==> config.mk <==
export PLATFORM = sky130hd
export DESIGN_NAME = fifo_to_axis_replay
export DESIGN_NICKNAME = d
export VERILOG_FILES = /design/src/rtl/fifo_to_axis_replay.sv
export SDC_FILE = /design/constraint.sdc
export NUM_CORES = 1
export LEC_CHECK = 0
export BUFFER_PORTS_ARGS = -buffer_cell sky130_fd_sc_hd__buf_2
export CORE_AREA = 2 2 125 127
export CTS_BUF_LIST = sky130_fd_sc_hd__clkbuf_16
export DETAILED_ROUTE_END_ITERATION = 16
export DIE_AREA = 0 0 127 129
export PLACE_DENSITY = 0.85
export SLEW_MARGIN = 25
export SYNTH_ARGS = -nofsm -noshare
export SYNTH_HDL_FRONTEND = slang
export SYNTH_SLANG_ARGS = --single-unit
==> constraint.sdc <==
create_clock -name clk -period 9 [get_ports clk]
set_input_delay 1.35 -clock clk [delete_from_list [all_inputs] [get_ports clk]]
set_output_delay 1.35 -clock clk [all_outputs]
set_load 0.02 [all_outputs]
==> src/rtl/fifo_to_axis_replay.sv <==
// Per-queue replay egress: pops {ctrl, data} words from a FWFT FIFO and emits AXI4-Stream packets.
// Define PCAP_REPLAY_IPG_EN to honour the recorded inter-packet gap held in each META word.
module fifo_to_axis_replay #(
    parameter int unsigned FIFO_DATA_WIDTH      = 72,
    parameter int unsigned C_M_AXIS_DATA_WIDTH  = 64,
    parameter int unsigned C_M_AXIS_TUSER_WIDTH = 128,
    parameter int unsigned GAP_WIDTH            = 32,
    parameter logic [7:0]  SRC_PORT             = 8'h01
) (
    input  logic                                 clk,
    input  logic                                 rst_n,
    input  logic                                 sw_rst,
    input  logic                                 q_enable,
    input  logic [FIFO_DATA_WIDTH-1:0]           fifo_dout,
    input  logic                                 fifo_empty,
    output logic                                 fifo_rd_en,
    output logic [C_M_AXIS_DATA_WIDTH-1:0]       m_axis_tdata,
    output logic [C_M_AXIS_DATA_WIDTH/8-1:0]     m_axis_tkeep,
    output logic [C_M_AXIS_TUSER_WIDTH-1:0]      m_axis_tuser,
    output logic                                 m_axis_tvalid,
    input  logic                                 m_axis_tready,
    output logic                                 m_axis_tlast,
    output logic [31:0]                          pkt_count,
    output logic                                 len_err
);

    localparam int unsigned KeepWidth = C_M_AXIS_DATA_WIDTH / 8;

    typedef enum logic [1:0] {StIdle, StMeta, StGap, StData} state_e;

    state_e                           state_q, state_d;
    logic [C_M_AXIS_DATA_WIDTH-1:0]   tdata_q;
    logic [KeepWidth-1:0]             tkeep_q;
    logic                             tvalid_q;
    logic                             tlast_q;
    logic [31:0]                      tuser_q;
    logic [15:0]                      byte_cnt_q;
    logic [31:0]                      pkt_count_q;
    logic                             len_err_q;

    logic [KeepWidth-1:0]             in_ctrl;
    logic [C_M_AXIS_DATA_WIDTH-1:0]   in_data;
    logic [KeepWidth-1:0]             in_keep;
    logic                             in_last;
    logic [15:0]                      byte_cnt_next;
    logic                             out_free;
    logic                             meta_pop;
    logic                             data_pop;
    logic                             unused_meta;

`ifdef PCAP_REPLAY_IPG_EN
    logic [GAP_WIDTH-1:0]             gap_cnt_q, gap_cnt_d;
    assign unused_meta = ^fifo_dout[31:24];
`else
    assign unused_meta = ^{fifo_dout[31:24], fifo_dout[32 +: GAP_WIDTH]};
`endif

    function automatic logic [15:0] popcount(input logic [KeepWidth-1:0] k);
        logic [15:0] c;
        c = '0;
        for (int i = 0; i < int'(KeepWidth); i++) begin
            c = c + 16'(k[i]);
        end
        return c;
    endfunction

    assign in_ctrl       = fifo_dout[FIFO_DATA_WIDTH-1 -: KeepWidth];
    assign in_data       = fifo_dout[C_M_AXIS_DATA_WIDTH-1:0];
    assign in_last       = |in_ctrl;
    assign in_keep       = in_last ? in_ctrl : {KeepWidth{1'b1}};
    assign byte_cnt_next = byte_cnt_q + popcount(in_keep);
    // Output register can accept a new beat this cycle.
    assign out_free      = !tvalid_q || m_axis_tready;
    assign meta_pop      = (state_q == StMeta) && fifo_rd_en;
    assign data_pop      = (state_q == StData) && fifo_rd_en;

    always_comb begin
        state_d    = state_q;
        fifo_rd_en = 1'b0;
`ifdef PCAP_REPLAY_IPG_EN
        gap_cnt_d  = gap_cnt_q;
`endif
        case (state_q)
            StIdle: begin
                // Waiting on out_free keeps tuser steady until the previous tlast beat leaves.
                if (q_enable && !fifo_empty && out_free) begin
                    state_d = StMeta;
                end
            end
            StMeta: begin
                fifo_rd_en = 1'b1;
`ifdef PCAP_REPLAY_IPG_EN
                gap_cnt_d  = fifo_dout[32 +: GAP_WIDTH];
                state_d    = StGap;
`else
                state_d    = StData;
`endif
            end
            StGap: begin
`ifdef PCAP_REPLAY_IPG_EN
                if (gap_cnt_q == '0) begin
                    state_d = StData;
                end else begin
                    gap_cnt_d = gap_cnt_q - 1'b1;
                end
`else
                state_d = StData;
`endif
            end
            StData: begin
                fifo_rd_en = !fifo_empty && out_free;
                if (fifo_rd_en && in_last) begin
                    state_d = StIdle;
                end
            end
            default: state_d = StIdle;
        endcase
        if (sw_rst) begin
            fifo_rd_en = 1'b0;
        end
    end

    always_ff @(posedge clk or negedge rst_n) begin
        if (!rst_n) begin
            state_q     <= StIdle;
            tdata_q     <= '0;
            tkeep_q     <= '0;
            tvalid_q    <= 1'b0;
            tlast_q     <= 1'b0;
            tuser_q     <= '0;
            byte_cnt_q  <= '0;
            pkt_count_q <= '0;
            len_err_q   <= 1'b0;
`ifdef PCAP_REPLAY_IPG_EN
            gap_cnt_q   <= '0;
`endif
        end else if (sw_rst) begin
            state_q     <= StIdle;
            tdata_q     <= '0;
            tkeep_q     <= '0;
            tvalid_q    <= 1'b0;
            tlast_q     <= 1'b0;
            tuser_q     <= '0;
            byte_cnt_q  <= '0;
            pkt_count_q <= '0;
            len_err_q   <= 1'b0;
`ifdef PCAP_REPLAY_IPG_EN
            gap_cnt_q   <= '0;
`endif
        end else begin
            state_q <= state_d;
`ifdef PCAP_REPLAY_IPG_EN
            gap_cnt_q <= gap_cnt_d;
`endif
            if (data_pop) begin
                tvalid_q <= 1'b1;
                tdata_q  <= in_data;
                tkeep_q  <= in_keep;
                tlast_q  <= in_last;
            end else if (m_axis_tready) begin
                tvalid_q <= 1'b0;
                tlast_q  <= 1'b0;
            end

            if (meta_pop) begin
                tuser_q    <= {fifo_dout[23:16], SRC_PORT, fifo_dout[15:0]};
                byte_cnt_q <= '0;
            end else if (data_pop) begin
                byte_cnt_q <= in_last ? 16'd0 : byte_cnt_next;
            end

            if (data_pop && in_last && (byte_cnt_next != tuser_q[15:0])) begin
                len_err_q <= 1'b1;
            end

            if (tvalid_q && m_axis_tready && tlast_q) begin
                pkt_count_q <= pkt_count_q + 32'd1;
            end
        end
    end

    assign m_axis_tdata  = tdata_q;
    assign m_axis_tkeep  = tkeep_q;
    assign m_axis_tvalid = tvalid_q;
    assign m_axis_tlast  = tlast_q;
    assign m_axis_tuser  = {{(C_M_AXIS_TUSER_WIDTH-32){1'b0}}, tuser_q};
    assign pkt_count     = pkt_count_q;
    assign len_err       = len_err_q;

endmodule

==> results of run 1 <==
[Yosys cell counts (2+ instances only)]
library cell  instances  area, µm²
o41ai_1               3       26.3
a21oi_1              12       60.1
or3_1                 8       50.1
or2_1                 3       18.8
xnor2_1              19        166
and3_1                4       25.0
buf_4               103        773
and4_1                3       26.3
nor4_1                3       18.8
nand3_1              17       85.1
a31o_2                3       26.3
o31ai_1               8       60.1
or4_1                 3       22.5
o21ai_0              31        155
inv_1                17       63.8
nor2_1               77        289
fa_1                  5        100
nor2b_1              10       62.6
nor4_2                2       25.0
a21o_1                2       15.0
o21a_1                2       15.0
and2_1                2       12.5
o21bai_1              2       15.0
ha_1                 10        125
xnor3_1               2       45.0
a211oi_1              2       15.0
mux2i_1              29        290
clkbuf_1             20       75.1
nor3_1                7       35.0
a211o_1               2       17.5
dfrtp_1             150       3750
xor2_1               25        219
nand2_1              34        128
a22o_1               68        596
buf_2                11       55.1
nand4_1               8       50.1
or2_2                 3       18.8
buf_1                 2       7.51
[final timing paths]
| check | endpoint | slack (ps) | start |
|---|---|---|---|
| worst max-delay path | len_err$_DFFE_PN0P_ | 2650 | fifo_dout[68] |
| worst min-delay path | m_axis_tkeep[6]$_DFFE_PN0P_ | 470 | m_axis_tkeep[6]$_DFFE_PN0P_ |
| worst max register to register | len_err$_DFFE_PN0P_ | 4370 | byte_cnt_q[0]$_DFFE_PN0P_ |
| max in group asynchronous | m_axis_tdata[37]$_DFFE_PN0P_ | 6820 | rst_n |
| worst min register to register | m_axis_tkeep[6]$_DFFE_PN0P_ | 470 | m_axis_tkeep[6]$_DFFE_PN0P_ |
| min in group asynchronous | m_axis_tkeep[7]$_DFFE_PN0P_ | 1020 | rst_n |
[worst max-delay path: stages]
cell and delay [ps]:
buf_2 100, or4_4 550, nor3_4 390, nor2_1 130, fa_1 500, fa_1 540, fa_1 560, inv_1 60
fa_1 460, inv_1 90, fa_1 250, and2b_4 220, o21a_4 230, mux2_4 290, or4_1 520, nor4_1 240
a41oi_1 140
[power by group]
part           internal [µW]  total, µW  switching [µW]
clock network            433        709             276
logic                    133        373             240
registers                717        752            35.7
[cell type report]
cell class | instances | share of cell area
clock inverters | 15 | 0.0180
repair buffers | 215 | 0.120
inverters | 17 | 0.00696
multi-input cells | 533 | 0.374
flip-flops and latches | 150 | 0.409
clock buffers | 17 | 0.0464
well taps | 188 | 0.0257
[routing by layer]
metal  track usage  vias to the layer above
met4        0.0802                        0
met5             0                        -
met3        0.0511                       25
met1         0.295                     2947
met2         0.363                      287
li1              -                     2747
[per-stage QoR]
step / util / hold WS, ps / area [µm²] / instances / setup slack [ps]
floorplan: - / 450 / 8150 / 837 / 2640
global placement: 0.573 / 462 / 8580 / 1103 / 2350
detailed placement: 0.573 / 466 / 8580 / 1103 / 2260
CTS: 0.612 / 479 / 9170 / 1135 / 2690
global route: 0.612 / 508 / 9170 / 1135 / 2370
finish: 0.612 / 474 / 9170 / 1135 / 2650
[flip-flops by register name (all words and copies together) (netlist names)]
register and count:
m_axis_tvalid 1, state_q 2, tuser_q 25, byte_cnt_q 16
m_axis_tdata 64, m_axis_tkeep 8, len_err 1, pkt_count 32
m_axis_tlast 1
[kinds of logic after synthesis]
family / synth area share
flops: 0.483
other cells: 0.000483
xor+xnor: 0.0554
buf+inv: 0.127
compound gates: 0.140
mux: 0.0393
fa+ha+maj: 0.0290
simple gates: 0.126
==> run_results.csv, run 1 <==
group,metric,value,unit
sta,final.setup.tns,0,ps
worst_setup_path,reg2reg_depth,14,
worst_setup_path,critPathKind,"input pin to flop",
placement,gp_congestion,0.878,
die,core_area,0.0150,mm²
detailed_routing,num_vias,6006,
placement,dp_hpwl,12600,µm
clock_network,cts-buffers-inserted,17,
global_route,antenna_found_initial,0,
hold_path,holdPathStages,2,
detailed_routing,routed_metal_1_wirelength,7810,µm
die,floorplan.initialDensity,0.519,
placement,io_buffer_count,210,
synth,synth_seq_area_share,0.483,
cells_and_area,number_of_diodes_added_for_antenna_fixing,0,
clock_network,clock_tree_from_tritoncts,"built",
detailed_routing,detailroute.wirelength.met2,8920,µm
worst_setup_path,critical_path_peak_fanout,10,
die,core.rowCount,45,
synth,ys_ff_latch,150,
global_route,grt.overflow.total,0,
synth,ys_warn_count,0,
detailed_routing,drtAntennaViolNets,0,
synth,synth_cells,735,
global_route,maximum_number_of_pins_on_one_net_before_global_route_repair,106,
cells_and_area,layout_common_cells,"buf_2 (209), dfrtp_1 (150), conb_1 (103)",
sta,rsz0062_at_grt,"false",
clock_network,cts.repair_timing.setup_buffer_count,0,
clock_network,ctsHoldBuffers,0,
sta,relative_max_transition_margin,0.330,
clock_network,cts-resized-gates,0,
cells_and_area,post_route_cells_drive_above_1_share,0.279,
global_route,grt.total_usage,0.223,
sta,achievable-frequency,0.158,GHz
power,leakagePower,0.00493,µW
die,fp.dieArea,0.0164,mm²
synth,avgSynthCellArea,10.6,µm²
detailed_routing,wirelength,18400,µm
synth,post_synth_edffs,0,
worst_setup_path,cp_data_required_time,9280,ps
cells_and_area,final-seq-area,0.00375,mm²
cells_and_area,commonest_non_fill_non_tap_cell_in_the_layout,"buf_2",
clock_network,ctsLongestPathBuffers,2,
clock_network,clkLatencyLatePin,420,ps
worst_setup_path,endpoint_kind,"flop",
die,die_w,127,µm
sta,final.min_clock_period,6350,ps
detailed_routing,post_detailed_route_wirelength_per_cell,16.2,µm
cells_and_area,area_taken_by_multi_input_logic_gates,0.00343,mm²
detailed_routing,remaining_drc_errors,0,
global_route,first_global_vias,5610,
clock_network,cts_root_buf,"clkbuf_16",
cells_and_area,area_delta_synth_final,18.0,%
detailed_routing,detailedRoute.firstIterationViolations,369,
global_route,grt_first_pass_wirelength,28800,µm
run,max_cap_violations,0,
clock_network,cts.sink_count,150,
power,power,1830,µW
die,num_io_pins,314,
cells_and_area,num-nets-final,1027,
detailed_routing,routed_via_density,5.29,
status,outcome,"finished clean",
synth,postSynth.topFlopCell,"dfrtp_1",
synth,mappedNetlistArea,0.00777,mm²
worst_setup_path,worst_ep_arrival_time,6630,ps
die,height_of_the_die,129,µm
power,power_density,200,mW/mm²
sta,finClkSkew,7.20,ps
sta,fin_crit_sh,0.705,
sta,timing_worst_slew_pin_value,1010,ps
cells_and_area,final.fill_count,1213,
worst_setup_path,critPathLaunchType,"input pin",
power,vdd_drop_max,0.124,mV
hold_path,min-delay-path-class,"flop to flop",
synth,async_flop_share,1.00,
sta,final_hold_viol_count,0,
detailed_routing,wl_met3,1340,µm
clock_network,htree_levels,4,
sta,setup-violations-final,0,
detailed_routing,route.top_layer_used,"met4",
clock_network,clk_pin_slew_worst_paths,60,ps
detailed_routing,drt_pass1_iterations,5,
synth,synthDistinctLibCells,61,
sta,maxSlewViolCount,0,
Note: power is estimated with default switching activity, not from simulation.
==> run 2, diff against run 1 <==
--- a/config.mk
+++ b/config.mk
@@ -6,11 +6,11 @@
 export NUM_CORES = 1
 export LEC_CHECK = 0
 export BUFFER_PORTS_ARGS = -buffer_cell sky130_fd_sc_hd__buf_2
-export CORE_AREA = 2 2 125 127
+export CORE_AREA = 2 2 129 131
 export CTS_BUF_LIST = sky130_fd_sc_hd__clkbuf_16
 export DETAILED_ROUTE_END_ITERATION = 16
-export DIE_AREA = 0 0 127 129
-export PLACE_DENSITY = 0.85
+export DIE_AREA = 0 0 131 133
+export PLACE_DENSITY = 0.8
 export SLEW_MARGIN = 25
 export SYNTH_ARGS = -nofsm -noshare
 export SYNTH_HDL_FRONTEND = slang
==> constraint.sdc (replaced) <==
create_clock -name clk -period 6.47 [get_ports clk]
set_input_delay 0.9705 -clock clk [delete_from_list [all_inputs] [get_ports clk]]
set_output_delay 0.9705 -clock clk [all_outputs]
set_load 0.02 [all_outputs]
==> run 2 against run 1 <==
Effect of this change:
- final cell count up 2.9%
- register-to-register slack worse by 2600 ps
- non-clock buffer count up 1
- combinational power up 39%
- largest power group unchanged
==> run_results.csv, run 2 (synthesis gave the netlist of run 1 again) <==
group,metric,value,unit
sta,fin_crit_sh,0.894,
worst_setup_path,path_delay_family,"adder cells",
worst_setup_path,critPathLaunchType,"input pin",
worst_setup_path,critical_path_peak_fanout,5,
cells_and_area,area_taken_by_multi_input_logic_gates,0.00343,mm²
clock_network,cts-buffers-inserted,17,
clock_network,ctsHoldBuffers,0,
power,power_density,279,mW/mm²
placement,io_buffer_count,210,
global_route,grt.total_usage,0.212,
global_route,grt.overflow.total,0,
detailed_routing,num_vias,6027,
sta,maxSlewViolCount,0,
sta,achievable-frequency,0.173,GHz
hold_path,min-delay-path-class,"flop to flop",
die,core.rowCount,47,
worst_setup_path,critPathKind,"input pin to flop",
power,power,2580,µW
cells_and_area,num-nets-final,1028,
clock_network,clk_pin_slew_worst_paths,60,ps
global_route,antenna_found_initial,0,
cells_and_area,final.fill_count,1384,
clock_network,htree_levels,4,
clock_network,clkLatencyLatePin,430,ps
clock_network,cts.repair_timing.setup_buffer_count,0,
detailed_routing,routed_via_density,5.16,
detailed_routing,drtAntennaViolNets,0,
cells_and_area,final-seq-area,0.00375,mm²
sta,finClkSkew,10.2,ps
clock_network,cts_root_buf,"clkbuf_16",
placement,dp_hpwl,12800,µm
power,vdd_drop_max,0.177,mV
sta,rsz0062_at_grt,"false",
clock_network,ctsLongestPathBuffers,2,
worst_setup_path,endpoint_kind,"flop",
worst_setup_path,crit_slowest_cell,"or4_4",
cells_and_area,largest_register_ffs,64,
worst_setup_path,worst_ep_arrival_time,6070,ps
cells_and_area,area_delta_synth_final,18.7,%
die,fp.dieArea,0.0174,mm²
placement,gp_congestion,0.896,
global_route,maximum_number_of_pins_on_one_net_before_global_route_repair,83,
cells_and_area,final_util,0.571,
sta,final.min_clock_period,5780,ps
global_route,first_global_vias,5593,
worst_setup_path,cpMostUsedCell,"fa_1",
sta,setup-violations-final,0,
cells_and_area,layout_common_cells,"buf_2 (209), dfrtp_1 (150), conb_1 (103)",
worst_setup_path,cpPeakStageDelay,550,ps
detailed_routing,drt_pass1_iterations,5,
run,max_cap_violations,0,
cells_and_area,post_route_cells_drive_above_1_share,0.282,
worst_setup_path,crit_path_cell_trace,"buf_2, or4_4, nor3_4, nor2_1, fa_1, fa_1, fa_1, inv_1, fa_1, inv_1, fa_1, and2b_4, o21a_4, mux2_4, or4_1, nor4_1, a41oi_1",
clock_network,cts.sink_count,150,
power,leakagePower,0.00494,µW
sta,timing_worst_slew_pin_value,980,ps
sta,relative_max_transition_margin,0.347,
cells_and_area,post_layout_nonfiller_instances,1168,
cells_and_area,number_of_diodes_added_for_antenna_fixing,0,
cells_and_area,commonest_non_fill_non_tap_cell_in_the_layout,"buf_2",
clock_network,cts-resized-gates,0,
die,floorplan.initialDensity,0.480,
die,die_w,131,µm
placement,numPlacedInstances,1136,
detailed_routing,wirelength,18300,µm
die,height_of_the_die,133,µm
global_route,grt_first_pass_wirelength,28800,µm
detailed_routing,detailedRoute.firstIterationViolations,404,
die,num_io_pins,314,
status,outcome,"finished clean",
detailed_routing,remaining_drc_errors,0,
worst_setup_path,cp_data_required_time,6760,ps
sta,final_hold_viol_count,0,
detailed_routing,post_detailed_route_wirelength_per_cell,15.7,µm
clock_network,clock_tree_from_tritoncts,"built",
worst_setup_path,path_buf_inv,3,
sta,final.setup.tns,0,ps
die,core_area,0.0162,mm²
[run 2: changes by cell type in the layout (fill, tap and decap cells not counted)]
cell,change
buf_4,+1
buf_6,+1
clkbuf_8,-1
clkinv_1,+1
clkinv_4,+3
clkinvlp_4,-2
inv_1,-3
inv_6,+1
[run 2: worst min-delay path, cell delays in order (launching register included)]
cell     delay [ps]
dfrtp_1         340
nand2_1          40
o21ai_0          60
[run 2: path summary, 6_finish.rpt]
kind | startpoint | end | slack, ps | depth (start not counted)
max | fifo_dout[68] | len_err$_DFFE_PN0P_ | 690 | 17
min | m_axis_tkeep[5]$_DFFE_PN0P_ | m_axis_tkeep[5]$_DFFE_PN0P_ | 480 | 2
max reg2reg | byte_cnt_q[0]$_DFFE_PN0P_ | len_err$_DFFE_PN0P_ | 1780 | 14
min reg2reg | m_axis_tkeep[5]$_DFFE_PN0P_ | m_axis_tkeep[5]$_DFFE_PN0P_ | 480 | 2
max in group asynchronous | rst_n | m_axis_tdata[23]$_DFFE_PN0P_ | 4560 | 2
min in group asynchronous | rst_n | m_axis_tdata[0]$_DFFE_PN0P_ | 570 | 1
[run 2: report_power, final]
group          internal [µW]  total (µW)  switching (µW)  leakage [µW]
Combinational            184         519             334       0.00256
Clock                    608        1010             403      0.000295
Sequential               997        1050            49.0       0.00208
[run 2: through the flow]
stage          instance area, µm²  hold WS, ps  setup slack (ps)
2_1_floorplan                8150          450               487
3_3_place_gp                 8620          464               406
3_5_place_dp                 8620          466               311
4_1_cts                      9230          479               720
5_1_grt                      9230          510               513
6_report                     9230          475               689
[run 2: metal layers]
metal  vias up  GRT usage  wire length, µm
li1       2749          -                -
met1      2930      0.286             7820
met2       313      0.330             8690
met3        35     0.0526             1360
met4         0     0.0804              430
met5         -          0                0
[run 2: final cells by class]
cell class / instances / area share
clock inverter: 15 / 0.0193
timing repair buffer: 216 / 0.119
clock buffer: 17 / 0.0461
tap: 220 / 0.0298
multi-input combinational: 533 / 0.372
inverter: 17 / 0.00692
sequential: 150 / 0.407
==> run 3, diff against run 2 <==
--- a/config.mk
+++ b/config.mk
@@ -5,12 +5,14 @@
 export SDC_FILE = /design/constraint.sdc
 export NUM_CORES = 1
 export LEC_CHECK = 0
+export ABC_CLOCK_PERIOD_IN_PS = 6470
 export BUFFER_PORTS_ARGS = -buffer_cell sky130_fd_sc_hd__buf_2
 export CORE_AREA = 2 2 129 131
 export CTS_BUF_LIST = sky130_fd_sc_hd__clkbuf_16
 export DETAILED_ROUTE_END_ITERATION = 16
 export DIE_AREA = 0 0 131 133
 export PLACE_DENSITY = 0.8
+export RECOVER_POWER = 25
 export SLEW_MARGIN = 25
 export SYNTH_ARGS = -nofsm -noshare
 export SYNTH_HDL_FRONTEND = slang
==> run 3 against run 2 <==
Effect of this change:
- power hardly changed
- largest power group unchanged
- worst setup slack gained 8.4 ps
- register-to-register slack hardly changed
- worst hold slack about the same
- the run now ends with max-capacitance violations, max-slew violations left
- final area down 0.16%
- die area did not move
- first-iteration DRC count grew 0.25%
- flip-flop and latch count is the same
==> run_results.csv, run 3 (synthesis gave the netlist of run 1 again) <==
group,metric,value,unit
clock_network,cts.sink_count,150,
power,power.switching_fraction,0.305,
sta,fin_crit_sh,0.892,
worst_setup_path,critPathKind,"input pin to flop",
worst_setup_path,capture_point_of_the_worst_reg_to_reg_path,"len_err$_DFFE_PN0P_",
hold_path,min-delay-path-class,"flop to flop",
global_route,first_global_vias,5593,
placement,dp_hpwl,12800,µm
placement,pre_cts_slack,311,ps
sta,final_hold_viol_count,0,
worst_setup_path,regToRegSetupSlack,1790,ps
detailed_routing,route.top_layer_used,"met4",
power,cell_internal_pwr,1790,µW
cells_and_area,post_route_cells_drive_above_1_share,0.277,
global_route,antenna_found_initial,0,
worst_setup_path,critPathLaunchType,"input pin",
worst_setup_path,crit_path_cell_trace,"buf_2, or4_4, nor3_4, nor2_1, fa_1, fa_1, fa_1, inv_1, fa_1, inv_1, fa_1, and2b_4, o21a_4, mux2_4, or4_1, nor4_1, a41oi_1",
cells_and_area,num-nets-final,1028,
clock_network,htree_levels,4,
global_route,grt.total_usage,0.212,
cells_and_area,final.fill_count,1387,
sta,final.min_clock_period,5770,ps
detailed_routing,drt_pass1_iterations,5,
worst_setup_path,critical_path_peak_fanout,5,
cells_and_area,largest_register_ffs,64,
detailed_routing,num_vias,6022,
die,fp.dieArea,0.0174,mm²
worst_setup_path,cpPeakStageDelay,550,ps
run,max_cap_violations,3,
detailed_routing,drtAntennaViolNets,0,
cells_and_area,area_delta_synth_final,18.6,%
cells_and_area,layout_common_cells,"buf_2 (208), dfrtp_1 (150), conb_1 (103)",
worst_setup_path,cpMostUsedCell,"fa_1",
die,core_area,0.0162,mm²
status,outcome,"finished with violations",
clock_network,clk_pin_slew_worst_paths,60,ps
hold_path,timing.hold.worst.start,"m_axis_tkeep[5]$_DFFE_PN0P_",
detailed_routing,wirelength,18300,µm
worst_setup_path,crit_slowest_cell,"or4_4",
detailed_routing,detailroute.wirelength.met2,8670,µm
power,power_switching,786,µW
sta,timing_worst_slew_pin_value,4340,ps
clock_network,cts-buffers-inserted,17,
die,num_io_pins,314,
worst_setup_path,cp_data_required_time,6760,ps
clock_network,cts_root_buf,"clkbuf_16",
detailed_routing,detailedRoute.firstIterationViolations,405,
cells_and_area,commonest_non_fill_non_tap_cell_in_the_layout,"buf_2",
sta,setup-violations-final,0,
detailed_routing,routed_via_density,5.16,
placement,io_buffer_count,210,
clock_network,cts-resized-gates,0,
global_route,grt_first_pass_wirelength,28800,µm
worst_setup_path,worst_ep_arrival_time,6060,ps
detailed_routing,wl_met3,1370,µm
hold_path,worstHoldEndpoint,"m_axis_tkeep[5]$_DFFE_PN0P_",
hold_path,holdPathStages,2,
global_route,maximum_number_of_pins_on_one_net_before_global_route_repair,83,
worst_setup_path,endpoint_kind,"flop",
global_route,grt.overflow.total,0,
power,p_clk_frac,0.392,
power,leakagePower,0.00493,µW
sta,achievable-frequency,0.173,GHz
power,vdd_drop_max,0.177,mV
die,die_w,131,µm
worst_setup_path,regToRegStartpoint,"byte_cnt_q[0]$_DFFE_PN0P_",
placement,gp_congestion,0.896,
die,height_of_the_die,133,µm
clock_network,clock_tree_from_tritoncts,"built",
clock_network,ctsLongestPathBuffers,2,
detailed_routing,post_detailed_route_wirelength_per_cell,15.7,µm
cells_and_area,number_of_diodes_added_for_antenna_fixing,0,
detailed_routing,remaining_drc_errors,0,
sta,maxSlewViolCount,151,
sta,relative_max_transition_margin,-1.89,
power,power_density,280,mW/mm²
clock_network,ctsHoldBuffers,0,
clock_network,cts.repair_timing.setup_buffer_count,0,
detailed_routing,routed_metal_1_wirelength,7820,µm
sta,final.setup.tns,0,ps
die,core.rowCount,47,
sta,finClkSkew,10.3,ps
die,floorplan.initialDensity,0.480,
sta,final_critical_path_setup_slack,697,ps
power,power,2580,µW
sta,rsz0062_at_grt,"false",
power,power_frac_comb,0.202,
worst_setup_path,reg2reg_depth,14,
clock_network,clkLatencyLatePin,430,ps
power,power.sequential.fraction,0.406,
status,violations,"max-capacitance violations, max-slew violations",
## run 3: cell count changes in the layout (fill, tap and decap cells not counted), sizes merged
cell / before / now
buf: 216 / 213
clkbuf: 17 / 20
## run 3: worst max-delay path: cells and delay by family
family	cells	cell delay, ps
AOI/OAI and AO/OA	2	380
muxes	1	290
and+or+nand+nor	6	1840
adders and majority gates	5	2290
buffers and inverters	3	260
## run 3: final cells by class
type / count / area, µm² / share of cell area
clock buffers: 17 / 425 / 0.0462
clock inverters: 15 / 178 / 0.0193
inverters: 17 / 63.8 / 0.00693
multi-input cells: 533 / 3430 / 0.372
flip-flops and latches: 150 / 3750 / 0.407
well taps: 220 / 275 / 0.0299
repair buffers: 216 / 1090 / 0.118
## run 3: routing by layer
| metal | global-route usage | vias up |
|---|---|---|
| li1 | - | 2751 |
| met1 | 0.286 | 2924 |
| met2 | 0.330 | 312 |
| met3 | 0.0526 | 35 |
| met4 | 0.0804 | 0 |
| met5 | 0 | - |
## run 3: worst max path at each step
stage / endpoint / startpoint
after floorplan: len_err$_DFFE_PN0P_ / fifo_dout[68]
after global placement: len_err$_DFFE_PN0P_ / fifo_dout[68]
after detailed placement: len_err$_DFFE_PN0P_ / fifo_dout[68]
after CTS: len_err$_DFFE_PN0P_ / fifo_dout[68]
after global routing: len_err$_DFFE_PN0P_ / fifo_dout[68]
final: len_err$_DFFE_PN0P_ / fifo_dout[68]
## run 3: metrics by stage
step	cells	hold WS [ps]	util	area [µm²]
5_1_grt	1168	510	0.570	9210
3_5_place_dp	1136	466	0.533	8620
4_1_cts	1168	479	0.571	9230
3_3_place_gp	1136	464	0.533	8620
6_report	1168	476	0.570	9210
2_1_floorplan	837	450	-	8150
## run 3: power by group through the flow
| stage | clock network, µW | logic (µW) | registers, µW |
|---|---|---|---|
| floorplan | 0 | 332 | 1120 |
| global placement | 0 | 506 | 1060 |
| detailed placement | 0 | 519 | 1060 |
| CTS | 1030 | 519 | 1050 |
| global route | 1070 | 565 | 1050 |
| finish | 1010 | 520 | 1050 |
